File: src/rtl/bandeja_estoque.sv
// Stock counter for one dispenser tray: multi-digit BCD down-counter with
// low-stock (MC) and empty (BZ) flags, a timed refill sequence and a
// one-cycle error pulse for withdrawals that cannot be honoured.
module bandeja_estoque #(
    parameter int DIGITS        = 2,
    parameter int CAPACITY      = 29,
    parameter int LOW_LEVEL     = 9,
    parameter int REFILL_CYCLES = 4
) (
    input  logic                  clk,
    input  logic                  reset,
    input  logic                  retirar,
    input  logic                  reabastecer,
    output logic [4*DIGITS-1:0]   contagem,
    output logic                  MC,
    output logic                  BZ,
    output logic                  repondo,
    output logic                  erro
);

    localparam int CW = 4 * DIGITS;
    localparam int TW = $clog2(REFILL_CYCLES + 1);

    // Decimal-to-BCD conversion, only ever evaluated on constants.
    function automatic logic [CW-1:0] to_bcd(input int value);
        logic [CW-1:0] r;
        int            v;
        r = '0;
        v = value;
        for (int d = 0; d < DIGITS; d++) begin
            r[4*d +: 4] = 4'(v % 10);
            v = v / 10;
        end
        return r;
    endfunction

    // Subtract one from a BCD value; a digit at 0 wraps to 9 and borrows.
    function automatic logic [CW-1:0] bcd_dec(input logic [CW-1:0] value);
        logic [CW-1:0] r;
        logic          borrow;
        r      = value;
        borrow = 1'b1;
        for (int d = 0; d < DIGITS; d++) begin
            if (borrow) begin
                if (value[4*d +: 4] == 4'd0) begin
                    r[4*d +: 4] = 4'd9;
                end else begin
                    r[4*d +: 4] = value[4*d +: 4] - 4'd1;
                    borrow      = 1'b0;
                end
            end
        end
        return r;
    endfunction

    localparam logic [CW-1:0] FULL        = to_bcd(CAPACITY);
    localparam logic [CW-1:0] LOW         = to_bcd(LOW_LEVEL);
    localparam logic [TW-1:0] TIMER_START = TW'(REFILL_CYCLES - 1);

    typedef enum logic [1:0] {
        ATIVO,
        VAZIO,
        REPOSICAO
    } state_t;

    state_t          state, state_nx;
    logic [CW-1:0]   count, count_nx;
    logic [TW-1:0]   timer, timer_nx;
    logic            erro_nx;
    logic [CW-1:0]   count_dec;

    // State, count, refill timer and error pulse registers.
    always_ff @(posedge clk or negedge reset) begin
        if (!reset) begin
            state <= ATIVO;
            count <= FULL;
            timer <= '0;
            erro  <= 1'b0;
        end else begin
            state <= state_nx;
            count <= count_nx;
            timer <= timer_nx;
            erro  <= erro_nx;
        end
    end

    // Next-state logic; a refill request beats a simultaneous withdrawal,
    // which is then dropped and flagged as an error.
    always_comb begin
        state_nx  = state;
        count_nx  = count;
        timer_nx  = timer;
        erro_nx   = 1'b0;
        count_dec = bcd_dec(count);
        case (state)
            ATIVO, VAZIO: begin
                if (reabastecer && (count != FULL)) begin
                    state_nx = REPOSICAO;
                    timer_nx = TIMER_START;
                    erro_nx  = retirar;
                end else if (retirar) begin
                    if (state == ATIVO) begin
                        count_nx = count_dec;
                        if (count_dec == '0) begin
                            state_nx = VAZIO;
                        end
                    end else begin
                        erro_nx = 1'b1;
                    end
                end
            end
            REPOSICAO: begin
                erro_nx = retirar;
                if (timer == '0) begin
                    count_nx = FULL;
                    state_nx = ATIVO;
                end else begin
                    timer_nx = timer - TW'(1);
                end
            end
            default: begin
                state_nx = ATIVO;
            end
        endcase
    end

    // Flags decoded from registered state; BZ is low while refilling, so
    // BZ and MC are never high together.
    always_comb begin
        contagem = count;
        repondo  = (state == REPOSICAO);
        BZ       = (state == VAZIO);
        MC       = (state != REPOSICAO) && (count != '0) && (count <= LOW);
    end

endmodule
File: config.mk
export PLATFORM = sky130hd
export DESIGN_NAME = bandeja_estoque
export DESIGN_NICKNAME = d
export VERILOG_FILES = /design/src/rtl/bandeja_estoque.sv
export SDC_FILE = /design/constraint.sdc
export NUM_CORES = 1
export LEC_CHECK = 0
export BUFFER_PORTS_ARGS = -buffer_cell sky130_fd_sc_hd__buf_2
export CAP_MARGIN = 40
export CELL_PAD_IN_SITES_DETAIL_PLACEMENT = 2
export CELL_PAD_IN_SITES_GLOBAL_PLACEMENT = 2
export CORE_MARGIN = 4
export CORE_UTILIZATION = 34
export CTS_BUF_LIST = sky130_fd_sc_hd__clkbuf_4 sky130_fd_sc_hd__clkbuf_8
export DETAILED_ROUTE_END_ITERATION = 6
export PLACE_DENSITY_LB_ADDON = 0.1
export SLEW_MARGIN = 20
export SYNTH_ARGS = -nofsm -noshare
export SYNTH_HDL_FRONTEND = slang
export SYNTH_SLANG_ARGS = --single-unit
File: constraint.sdc
create_clock -name clk -period 2.6 [get_ports clk]
set_input_delay 0.78 -clock clk [delete_from_list [all_inputs] [get_ports clk]]
set_output_delay 0.78 -clock clk [all_outputs]
set_load 0.005 [all_outputs]
# Yosys cells after proc, flatten, opt, wreduce, memory -nomap -nowiden
# Cells that the tools add are included.
[word_totals] out_inout_bits=12 inputBits=4 ff_bits=14
[op_classes] n_eq_ne=13 reduce_logical=14 muxes=22 add_sub_neg=3 n_lt_le_gt_ge=1
[ops] operator="$mux 8" n=4
[ops] operator="$pmux 8 s2" n=1
[ops] operator="$mux 4" n=3
[ops] operator="$ne 2x2->1 const B" n=6
[ops] operator="$mux 2" n=5
[ops] operator="$ne 3x3->1 const B" n=3
[ops] operator="$le 8x4->1 const B" n=1
[ops] operator="$logic_not 4->1" n=2
[ops] operator="$logic_not 8->1" n=1
[ops] operator="$ne 8x6->1 const B" n=1
[ops] operator="$reduce_bool 8->1" n=1
[ops] operator="$sub 4x1->4 const B" n=2
[ops] operator="$mux 3" n=2
[ops] operator="$pmux 3 s2" n=1
[ops] operator="$reduce_and 5->1" n=1
[ops] operator="$mux 1" n=4
[ops] operator="$pmux 2 s2" n=1
[ops] operator="$reduce_and 4->1" n=1
[ops] operator="$logic_and 1x1->1" n=3
[ops] operator="$logic_not 3->1" n=1
[ops] operator="$reduce_and 3->1" n=1
[ops] operator="$sub 3x1->3 const B" n=1
[ops] operator="$eq 2x1->1 const B" n=1
[ops] operator="$eq 2x2->1 const B" n=1
[ops] operator="other kinds (5)" n=5

# Longest topological paths before layout
# Gate-level depths: netlist (run 1).
[depth] word_depth=9 mapped_depth=6 ltp_nobuf=6

# Worst setup path after synthesis (run 1)
# Ideal clock, no wire load.
[synth_timing] path_kind="input-to-reg" start="input port retirar" end="register count[4] (netlist: contagem[4])" setup_time_ns=0.086 arrival_ns=2.047 path_buffers=0 cell_stages=4 setup_slack_ns=0.466 path_cell_list="or3b_2 a21boi_1 or4_4 o221ai_2"
[synth_between] elab_chain_cells=2
[synth_lines] item="from (decl)" line_no="12" rtl="input logic retirar,"
[synth_lines] item="$ne 2x2->1 (no source line)"
[synth_lines] item="$reduce_and 5->1 (no source line)"
[synth_lines] item="to (signal assigned)" line_no="81" rtl="count <= count_nx;"
[synth_lines] item="to (decl)" line_no="67" rtl="logic [CW-1:0] count, count_nx;"
# No other way between the ends.
# A chain may end at the register's enable or synchronous reset.

# Worst setup path in the final report (run 1)
[layout_timing] start="register count[1] (netlist: contagem[1])" end="output port MC"
[layout_between] elab_chain_cells=3 elab_cells_between_ends=4
[layout_lines] item="branches (longest 2 deep; another with $le 8x4->1)"
[layout_lines] item="$logic_and 1x1->1 *" line_no="133" rtl="MC = (state != REPOSICAO) && (count != '0) && (count <= LOW);"
[layout_lines] item="to (decl)" line_no="15" rtl="output logic MC,"
# Mark *: on every way between the ends.

==> results of run 1 <==
[cells in the mapped netlist (all sizes together)]
| cell type | n |
|---|---|
| a2111oi | 1 |
| a21boi | 1 |
| a21o | 1 |
| a21oi | 3 |
| a221o | 1 |
| a32o | 2 |
| a41oi | 1 |
| buf | 3 |
| clkbuf | 1 |
| dfrtp | 11 |
| dfstp | 3 |
| ha | 2 |
| inv | 5 |
| nand2 | 4 |
| nand2b | 3 |
| nand3 | 2 |
| nand3b | 1 |
| nand4b | 2 |
| nor2 | 7 |
| nor2b | 3 |
| nor3 | 8 |
| nor3b | 2 |
| nor4 | 3 |
| o211a | 1 |
| o211ai | 1 |
| o21a | 3 |
| o21ai | 7 |
| o221ai | 1 |
| o2bb2ai | 2 |
| o311ai | 1 |
| or3 | 1 |
| or3b | 1 |
| or4 | 3 |
| xnor2 | 1 |
[layout make-up]
cell class	instances	area, um^2	share of cell area (%)
timing repair buffer	17	90.09	9.149
clock buffer	4	30.03	3.050
multi-input combinational	69	456.7	46.38
sequential	14	354.1	35.96
tap	28	35.03	3.558
inverter	5	18.77	1.906
[sequential cells by signal, indices dropped and copies added, names as in the netlist]
| register | count |
|---|---|
| contagem | 8 |
| erro | 1 |
| state | 2 |
| timer | 3 |
[where the power goes]
group	total (uW)	internal, uW	switching [uW]
logic	543	239	304
clock network	143	70.0	73.1
registers	450	315	134
[metal layers]
layer | share of wire (%) | track usage, % | vias up
met2 | 47 | 25.00 | 16
met5 | 0 | 0 | -
met4 | 0.48 | 2.980 | 0
met1 | 48 | 23.13 | 404
li1 | - | - | 381
met3 | 4.3 | 4.677 | 2
[through the flow]
step / util (%) / cell area, um^2
2_1_floorplan: - / 854.6
3_3_place_gp: 41.56 / 954.7
3_5_place_dp: 41.56 / 954.7
4_1_cts: 42.86 / 984.7
5_1_grt: 42.86 / 984.7
6_report: 42.86 / 984.7
[kinds of logic after synthesis]
| logic type | Yosys count | share of synthesized area, % |
|---|---|---|
| AND/OR/NAND/NOR | 40 | 26.79 |
| AO/OA/AOI/OAI | 26 | 22.69 |
| flip-flops | 14 | 41.43 |
| buffers and inverters | 9 | 5.123 |
| adder cells (fa/ha/maj) | 2 | 2.928 |
| XOR/XNOR | 1 | 1.025 |
[final timing paths]
kind	start	end	slack (ns)
max reg2reg	contagem[1]	contagem[7]	0.60
max in group asynchronous	reset	contagem[0]	1.92
min in group clk	timer[1]	timer[1]	0.53
min reg2reg	timer[1]	timer[1]	0.53
max	contagem[1]	MC	0.17
min	reset	contagem[6]	0.38
==> flow_summary.yaml, run 1 <==
status:
  status: "completed"
sta:
  final.setup.worst_slack_ns: 0.1702
  min_period_over_period_pct: 93.45
  rsz0062_at_grt: "no"
  tns_ns: 0
  whs_ns: 0.3825
  min_period_ns: 2.430
  setup_violations: 0
  tightest_slew_ns: 0.7088
  relSlewSlack_pct: 52.25
  finalHoldViolations: 0
  skew_ns: 0.007554
  fmax_mhz: 411.6
  maxSlewViolCount: 0
critical_path:
  critPathSlowestCell: "or4_1"
  required_ns: 1.82
  crit_family: "simple AND/OR/NAND/NOR gates"
  cp_cell_sequence: "or4_1, nand4b_1, nor3_1, buf_2"
  cp-end-kind: "primary output"
  cp_data_arrival_time_ns: 1.65
  crit_buf_inv: 1
  critical_path_class: "reg2out"
  r2r_cells: 5
  crit_path_start_kind: "register"
  crit_path_max_fanout: 8
  cp_num_cells: 4
  critPathMaxStageDelay_ns: 0.59
power_and_ir_drop:
  peakVddDrop_v: 0.0005458
  p_total_uw: 1136
  p_leak_uw: 0.0004261
  powerDensity_nw_per_um2: 1154
floorplanning:
  start_util_pct: 37.20
  dieArea_um2: 3380
  core_area_um2: 2297
  die_w_um: 58.14
  rows: 17
  die_y_um: 58.14
  io_pins: 16
layout:
  final_common_cell: "buf_2"
  antennaDiodeCount: 0
  drive_gt1_share_pct: 25.69
  final_cells: 137
  fill_cells: 275
  layout_common_cells: "buf_2, dfrtp_1, nor3_1, nor2_1, o21ai_0"
  area.growth.synth_to_final_pct: 15.23
  nNetsFinal: 116
yosys:
  syn_area_um2: 854.6
  synth.area.top_cells: "dfrtp_1, dfstp_2, nor3_1, o21ai_0, nor2_1"
  synth.avg_cell_area_um2: 9.289
  syn_inst: 92
  syn_nets: 98
  ys_seq_area_share_pct: 41.43
  yosysTopAreaCell: "dfrtp_1"
  synth-seq-cells: 14
  synth_cell_types: 38
  ys_warn_count: 0
  synth_top_area_share_pct: 32.21
cts:
  cts_root_buf: "clkbuf_4"
  cts_tree: "built"
  clk_latency_ns: 0.28
  cts-htree-levels: 1
  postCtsHoldBufs: 0
  cts_resized: 0
  post_cts_buffers: 0
  cts_sinks: 14
  clk_pin_slew_ns: 0.09
  numCtsBuffers: 3
  clockBufferDepth: 2
grt:
  overflow: 0
  grt_usage_pct: 16.37
  grt_first_pass_wirelength_um: 4215
  antenna_found_initial: 0
  first_global_vias: 848
  grt_max_degree: 15
placement:
  post-place-ws_ns: 0.2672
  dp.cells: 133
  hpwl_um: 1882
  numPortBuffers: 15
  finalWeightedCongestion: 0.7488
drt:
  drc: 0
  drt-total-wl_um: 2516
  drt_iter0_markers: 19
  wl_per_cell_um: 18.36
  drt_first_pass_iters: 4
  vias: 803
  vias_per_cell: 5.861
  antenna_left: 0
flow_run:
  cap_violations: 0
worst_hold_path:
  hp-class: "in2async"
No activity file was read; power rests on OpenSTA's default activity.
==> run 2: changes to the inputs <==
--- a/config.mk
+++ b/config.mk
@@ -10,7 +10,7 @@
 export CELL_PAD_IN_SITES_DETAIL_PLACEMENT = 2
 export CELL_PAD_IN_SITES_GLOBAL_PLACEMENT = 2
 export CORE_MARGIN = 4
-export CORE_UTILIZATION = 34
+export CORE_UTILIZATION = 31
 export CTS_BUF_LIST = sky130_fd_sc_hd__clkbuf_4 sky130_fd_sc_hd__clkbuf_8
 export DETAILED_ROUTE_END_ITERATION = 6
 export PLACE_DENSITY_LB_ADDON = 0.1
==> constraint.sdc (replaced) <==
create_clock -name clk -period 2 [get_ports clk]
set_input_delay 0.6 -clock clk [delete_from_list [all_inputs] [get_ports clk]]
set_output_delay 0.6 -clock clk [all_outputs]
set_load 0.005 [all_outputs]
==> run 2 against run 1 <==
The run now ends with setup timing left. Die area rose by 8.3%. Routed wire length rose by 21%. Flip-flop and latch count did not move. Register-to-register slack got worse by 0.60 ns. Clock-buffer cell count did not move. Combinational power rose by 97%. Final area rose by 19%. Global-route usage rose by 2.4 points. Clock skew fell by 0.0056 ns. Sequential power rose by 14%. Utilization rose by 3.0 points. Largest cell class unchanged.
==> flow_summary.yaml, run 2 (synthesis results as in run 1) <==
grt:
  antenna_found_initial: 0
  grt_max_degree: 16
  grt_usage_pct: 18.75
  grt_first_pass_wirelength_um: 4850
  first_global_vias: 1008
  overflow: 0
cts:
  cts-htree-levels: 1
  cts_tree: "built"
  clockBufferDepth: 2
  cts_sinks: 14
  cts_root_buf: "clkbuf_4"
  numCtsBuffers: 3
  clk_latency_ns: 0.29
  postCtsHoldBufs: 0
  clk_pin_slew_ns: 0.10
layout:
  layout_common_cells: "buf_4, buf_2, dfrtp_1, nor2_1, nor3_1"
  final_common_cell: "buf_4"
  nNetsFinal: 135
  largest_reg_flops: 8
  final_cells: 158
  fill_cells: 294
  antennaDiodeCount: 0
  area.growth.synth_to_final_pct: 36.60
  drive_gt1_share_pct: 42.19
power_and_ir_drop:
  p_leak_uw: 0.0005265
  comb_power_share_pct: 59.3
  seqPwrFrac_pct: 28.5
  p_sw_share_pct: 43.65
  peakVddDrop_v: 0.0007099
  powerDensity_nw_per_um2: 1546
  clockPowerShare_pct: 12.2
  p_int_uw: 1017
  power.switching_uw: 787.5
critical_path:
  cp-end-kind: "primary output"
  crit_path_start_kind: "register"
  critPathSlowestCell: "or4_4"
  crit_buf_inv: 1
  cp_data_arrival_time_ns: 1.51
  crit_path_max_fanout: 2
  critical_path_class: "reg2out"
  cp_cell_sequence: "or4_4, nand4b_1, nor3_2, buf_2"
  required_ns: 1.40
  crit_family: "simple AND/OR/NAND/NOR gates"
  critPathMaxStageDelay_ns: 0.53
sta:
  whs_ns: 0.1986
  final.setup.worst_slack_ns: -0.1138
  relSlewSlack_pct: 67.11
  min_period_ns: 2.114
  skew_ns: 0.001984
  finalHoldViolations: 0
  min_period_over_period_pct: 105.7
  tightest_slew_ns: 0.4809
  fmax_mhz: 473.1
  rsz0062_at_grt: "yes"
  setup_violations: 2
  maxSlewViolCount: 0
drt:
  drt_first_pass_iters: 4
  antenna_left: 0
  drt-total-wl_um: 3043
  wl_per_cell_um: 19.26
  drc: 0
  vias_per_cell: 5.734
  vias: 906
  drt_iter0_markers: 16
placement:
  finalWeightedCongestion: 0.7825
  numPortBuffers: 15
  hpwl_um: 2202
  dp.cells: 150
floorplanning:
  io_pins: 16
  dieArea_um2: 3661
  core_area_um2: 2545
  rows: 18
  die_y_um: 60.51
  die_w_um: 60.51
  start_util_pct: 33.58
status:
  violations: "setup timing"
  status: "finished with violations"
worst_hold_path:
  hp-class: "in2async"
flow_run:
  cap_violations: 0
run 2: cell type report:
cell class,count,area [um^2],share of cell area [%]
multi-input cells,69,486.7,41.69
clock buffers,4,36.28,3.108
flip-flops and latches,14,355.3,30.44
inverters,5,18.77,1.608
well taps,30,37.54,3.215
repair buffers,36,232.7,19.94
run 2: repair_timing:
action | in CTS | in global routing
resized for setup | 3 | 5
setup buffers | 3 | 2
pin swaps | 3 | 5
endpoints found under the setup margin | 2 | 7
run 2: metrics by stage:
| stage | setup slack, ns | utilization, % | setup TNS (ns) | area, um^2 | total power [uW] |
|---|---|---|---|---|---|
| global route | -0.1946 | 45.87 | -0.2597 | 1167 | 1946 |
| global placement | -0.03075 | 42.04 | -0.03682 | 1070 | 1416 |
| CTS | -0.1292 | 44.79 | -0.1292 | 1140 | 1753 |
| detailed placement | -0.08469 | 42.04 | -0.1827 | 1070 | 1465 |
| floorplan | 0.04644 | - | 0 | 854.6 | 1034 |
| finish | -0.1138 | 45.87 | -0.1183 | 1167 | 1804 |
run 2: worst register-to-register path, cell delays in order, from the launching register on:
cell,delay (ns)
dfrtp_2,0.46
or4_4,0.56
o21a_1,0.23
or4_4,0.53
o221ai_2,0.15
run 2: power groups by stage:
stage / combinational, uW / clock, uW / sequential [uW]
2_1_floorplan: 507 / 0 / 526
3_3_place_gp: 908 / 0 / 508
3_5_place_dp: 948 / 0 / 517
4_1_cts: 1020 / 228 / 506
5_1_grt: 1170 / 243 / 532
6_report: 1070 / 219 / 514
run 2: per-layer routing:
layer,vias to the layer above,part of all wire (%),track usage (%)
li1,419,-,-
met1,461,40,20.23
met2,20,55,36.57
met3,6,3.2,1.915
met4,0,1.9,8.050
met5,-,0,0
run 2: final timing paths:
path | from | endpoint | slack (ns) | depth (start not counted)
worst max-delay path | contagem[0] | MC | -0.11 | 4
worst min-delay path | reset | contagem[7] | 0.20 | 1
worst max register to register | contagem[2] | contagem[4] | 0 | 4
worst min register to register | timer[0] | timer[0] | 0.53 | 1
max in group asynchronous | reset | contagem[0] | 1.50 | 1
min in group clk | timer[0] | timer[0] | 0.53 | 1
==> run 3: changes to the inputs <==
--- a/config.mk
+++ b/config.mk
@@ -5,12 +5,13 @@
 export SDC_FILE = /design/constraint.sdc
 export NUM_CORES = 1
 export LEC_CHECK = 0
+export ABC_AREA = 1
 export BUFFER_PORTS_ARGS = -buffer_cell sky130_fd_sc_hd__buf_2
 export CAP_MARGIN = 40
 export CELL_PAD_IN_SITES_DETAIL_PLACEMENT = 2
 export CELL_PAD_IN_SITES_GLOBAL_PLACEMENT = 2
 export CORE_MARGIN = 4
-export CORE_UTILIZATION = 31
+export CORE_UTILIZATION = 29
 export CTS_BUF_LIST = sky130_fd_sc_hd__clkbuf_4 sky130_fd_sc_hd__clkbuf_8
 export DETAILED_ROUTE_END_ITERATION = 6
 export PLACE_DENSITY_LB_ADDON = 0.1
==> run 3 against run 2 <==
The run still ends with setup timing left. Fmax shrank 3.3%. Via count grew 0.11%. Sequential share of layout area shrank 0.15 points. Clock-buffer cell count is the same. Final area grew 0.86%. Clock power is essentially flat. Routed wire length grew 3.5%. Synthesized cell count grew 32%. Final cell count grew 15%.
==> flow_summary.yaml, run 3 <==
critical_path:
  cp_cell_sequence: "nor2_4, buf_4, nand2_4, nand2_2, nor4_2, buf_2"
  critPathSlowestCell: "dfstp_2"
  required_ns: 1.40
  crit_path_start_kind: "register"
  critical_path_class: "reg2out"
  crit_path_max_fanout: 4
  cp-end-kind: "primary output"
  critPathMaxStageDelay_ns: 0.61
  crit_buf_inv: 2
  crit_family: "flip-flops"
  cp_data_arrival_time_ns: 1.59
drt:
  drt-total-wl_um: 3148
  drt_iter0_markers: 21
  drc: 0
  drt_first_pass_iters: 3
  wl_per_cell_um: 17.39
  vias_per_cell: 5.011
  vias: 907
  antenna_left: 0
cts:
  clk_pin_slew_ns: 0.10
  cts-htree-levels: 1
  clockBufferDepth: 2
  cts_root_buf: "clkbuf_4"
  cts_tree: "built"
  numCtsBuffers: 3
  cts_sinks: 14
  clk_latency_ns: 0.29
floorplanning:
  core_area_um2: 2853
  io_pins: 16
  rows: 19
  die_w_um: 63.47
  dieArea_um2: 4028
  start_util_pct: 31.27
  die_y_um: 63.47
yosys:
  synth_top_area_share_pct: 30.86
  syn_inst: 121
  ys_seq_area_share_pct: 39.69
  synth-seq-cells: 14
  synthTopCellsByCount: "nand2_1, inv_1, nor2_1"
  ys_warn_count: 0
  synth_cell_types: 24
  synth-edff-count: 0
  syn_area_um2: 892.1
  yosysTopAreaCell: "dfrtp_1"
  ys_async_sr_fraction_pct: 100.0
  synth.area.top_cells: "dfrtp_1, nand2_1, dfstp_2, inv_1, nor2_1"
  synth.avg_cell_area_um2: 7.373
  ys.flop_type: "dfrtp_1"
  yosysMostFrequentCell: "nand2_1"
  syn_nets: 127
placement:
  finalWeightedCongestion: 0.8076
  dp.cells: 168
  post-place-ws_ns: 0.04734
  numPortBuffers: 15
  hpwl_um: 2060
sta:
  final.setup.worst_slack_ns: -0.1857
  relSlewSlack_pct: 75.20
  finalHoldViolations: 0
  tightest_slew_ns: 0.3720
  maxSlewViolCount: 0
  skew_ns: 0.001007
  min_period_over_period_pct: 109.3
  fmax_mhz: 457.5
  whs_ns: 0.2083
  rsz0062_at_grt: "yes"
  min_period_ns: 2.186
  setup_violations: 1
power_and_ir_drop:
  powerDensity_nw_per_um2: 1614
  peakVddDrop_v: 0.0004383
  p_leak_uw: 0.0006204
grt:
  grt_usage_pct: 15.30
  antenna_found_initial: 0
  grt_first_pass_wirelength_um: 4795
  grt_max_degree: 15
  first_global_vias: 969
  overflow: 0
layout:
  largest_reg_flops: 8
  final_cells: 181
  nNetsFinal: 157
  final_common_cell: "nand2_1"
  area.growth.synth_to_final_pct: 31.98
  final_core_util_pct: 41.27
  fill_cells: 356
  drive_gt1_share_pct: 42.00
  layout_common_cells: "nand2_1, buf_2, inv_1, nor2_1, buf_4"
  antennaDiodeCount: 0
flow_run:
  cap_violations: 0
status:
  violations: "setup timing"
  status: "finished with violations"
worst_hold_path:
  hp-class: "in2async"
## run 3: cell count changes after synthesis, moves of 4 or more
cell	delta
nand4_1	+4
nor3_1	-8
o21ai_0	-6
nand3_1	+5
o21ai_2	+4
nor2_1	+9
nand2_1	+29
inv_1	+12
## run 3: repair_timing
item                                    4_1_cts  5_1_grt
hold buffers                                  0        0
endpoints found under the setup margin        1        1
pin swaps                                     2        8
setup buffers                                 2        7
gates resized for setup                       8       13
## run 3: kinds of logic (layout without fill, tap and decap cells)
family	after synthesis	count (layout)	share of synthesized area (%)
AND/OR/NAND/NOR	68	68	35.34
AO/OA/AOI/OAI	15	15	11.22
flip-flops	14	14	39.69
buffers and inverters	21	50	9.958
XOR/XNOR	1	1	0.9819
adder cells (fa/ha/maj)	2	2	2.805
## run 3: layer usage
metal  GRT usage [%]  wire length (um)  vias up
met5               0                 0        -
met4           5.660                31        0
met3           2.842                79        4
met2           25.95              1662       12
met1           19.15              1375      452
li1                -                 -      439
## run 3: report_power, final
group	switching (uW)	leakage (uW)	internal [uW]
Combinational	726	0.000430	466
Sequential	97.8	0.000170	392
Clock	108	0.0000210	111
## run 3: final timing paths
path | startpoint | end | slack (ns) | depth (start not counted)
hold reg to reg | contagem[5] | contagem[5] | 0.53 | 2
setup reg to reg | state[0] | contagem[3] | 0.34 | 10
hold / removal | reset | timer[1] | 0.21 | 1
setup / recovery | contagem[0] | MC | -0.19 | 6
min in group clk | contagem[5] | contagem[5] | 0.53 | 2
max in group asynchronous | reset | contagem[5] | 1.48 | 1
## run 3: layout make-up
| type | instances | area (um^2) | area share [%] |
|---|---|---|---|
| multi-input cells | 86 | 506.7 | 43.04 |
| clock buffers | 4 | 36.28 | 3.082 |
| repair buffers | 26 | 161.4 | 13.71 |
| inverters | 20 | 77.57 | 6.589 |
| well taps | 31 | 38.79 | 3.294 |
| flip-flops and latches | 14 | 356.6 | 30.29 |
## run 3: per-stage QoR
stage | instance area [um^2] | TNS [ns] | power [uW]
floorplan | 892.1 | 0 | 1098
global placement | 1010 | 0 | 1312
detailed placement | 1010 | 0 | 1362
CTS | 1087 | -0.09591 | 1671
global route | 1177 | -0.2891 | 2070
finish | 1177 | -0.1857 | 1900
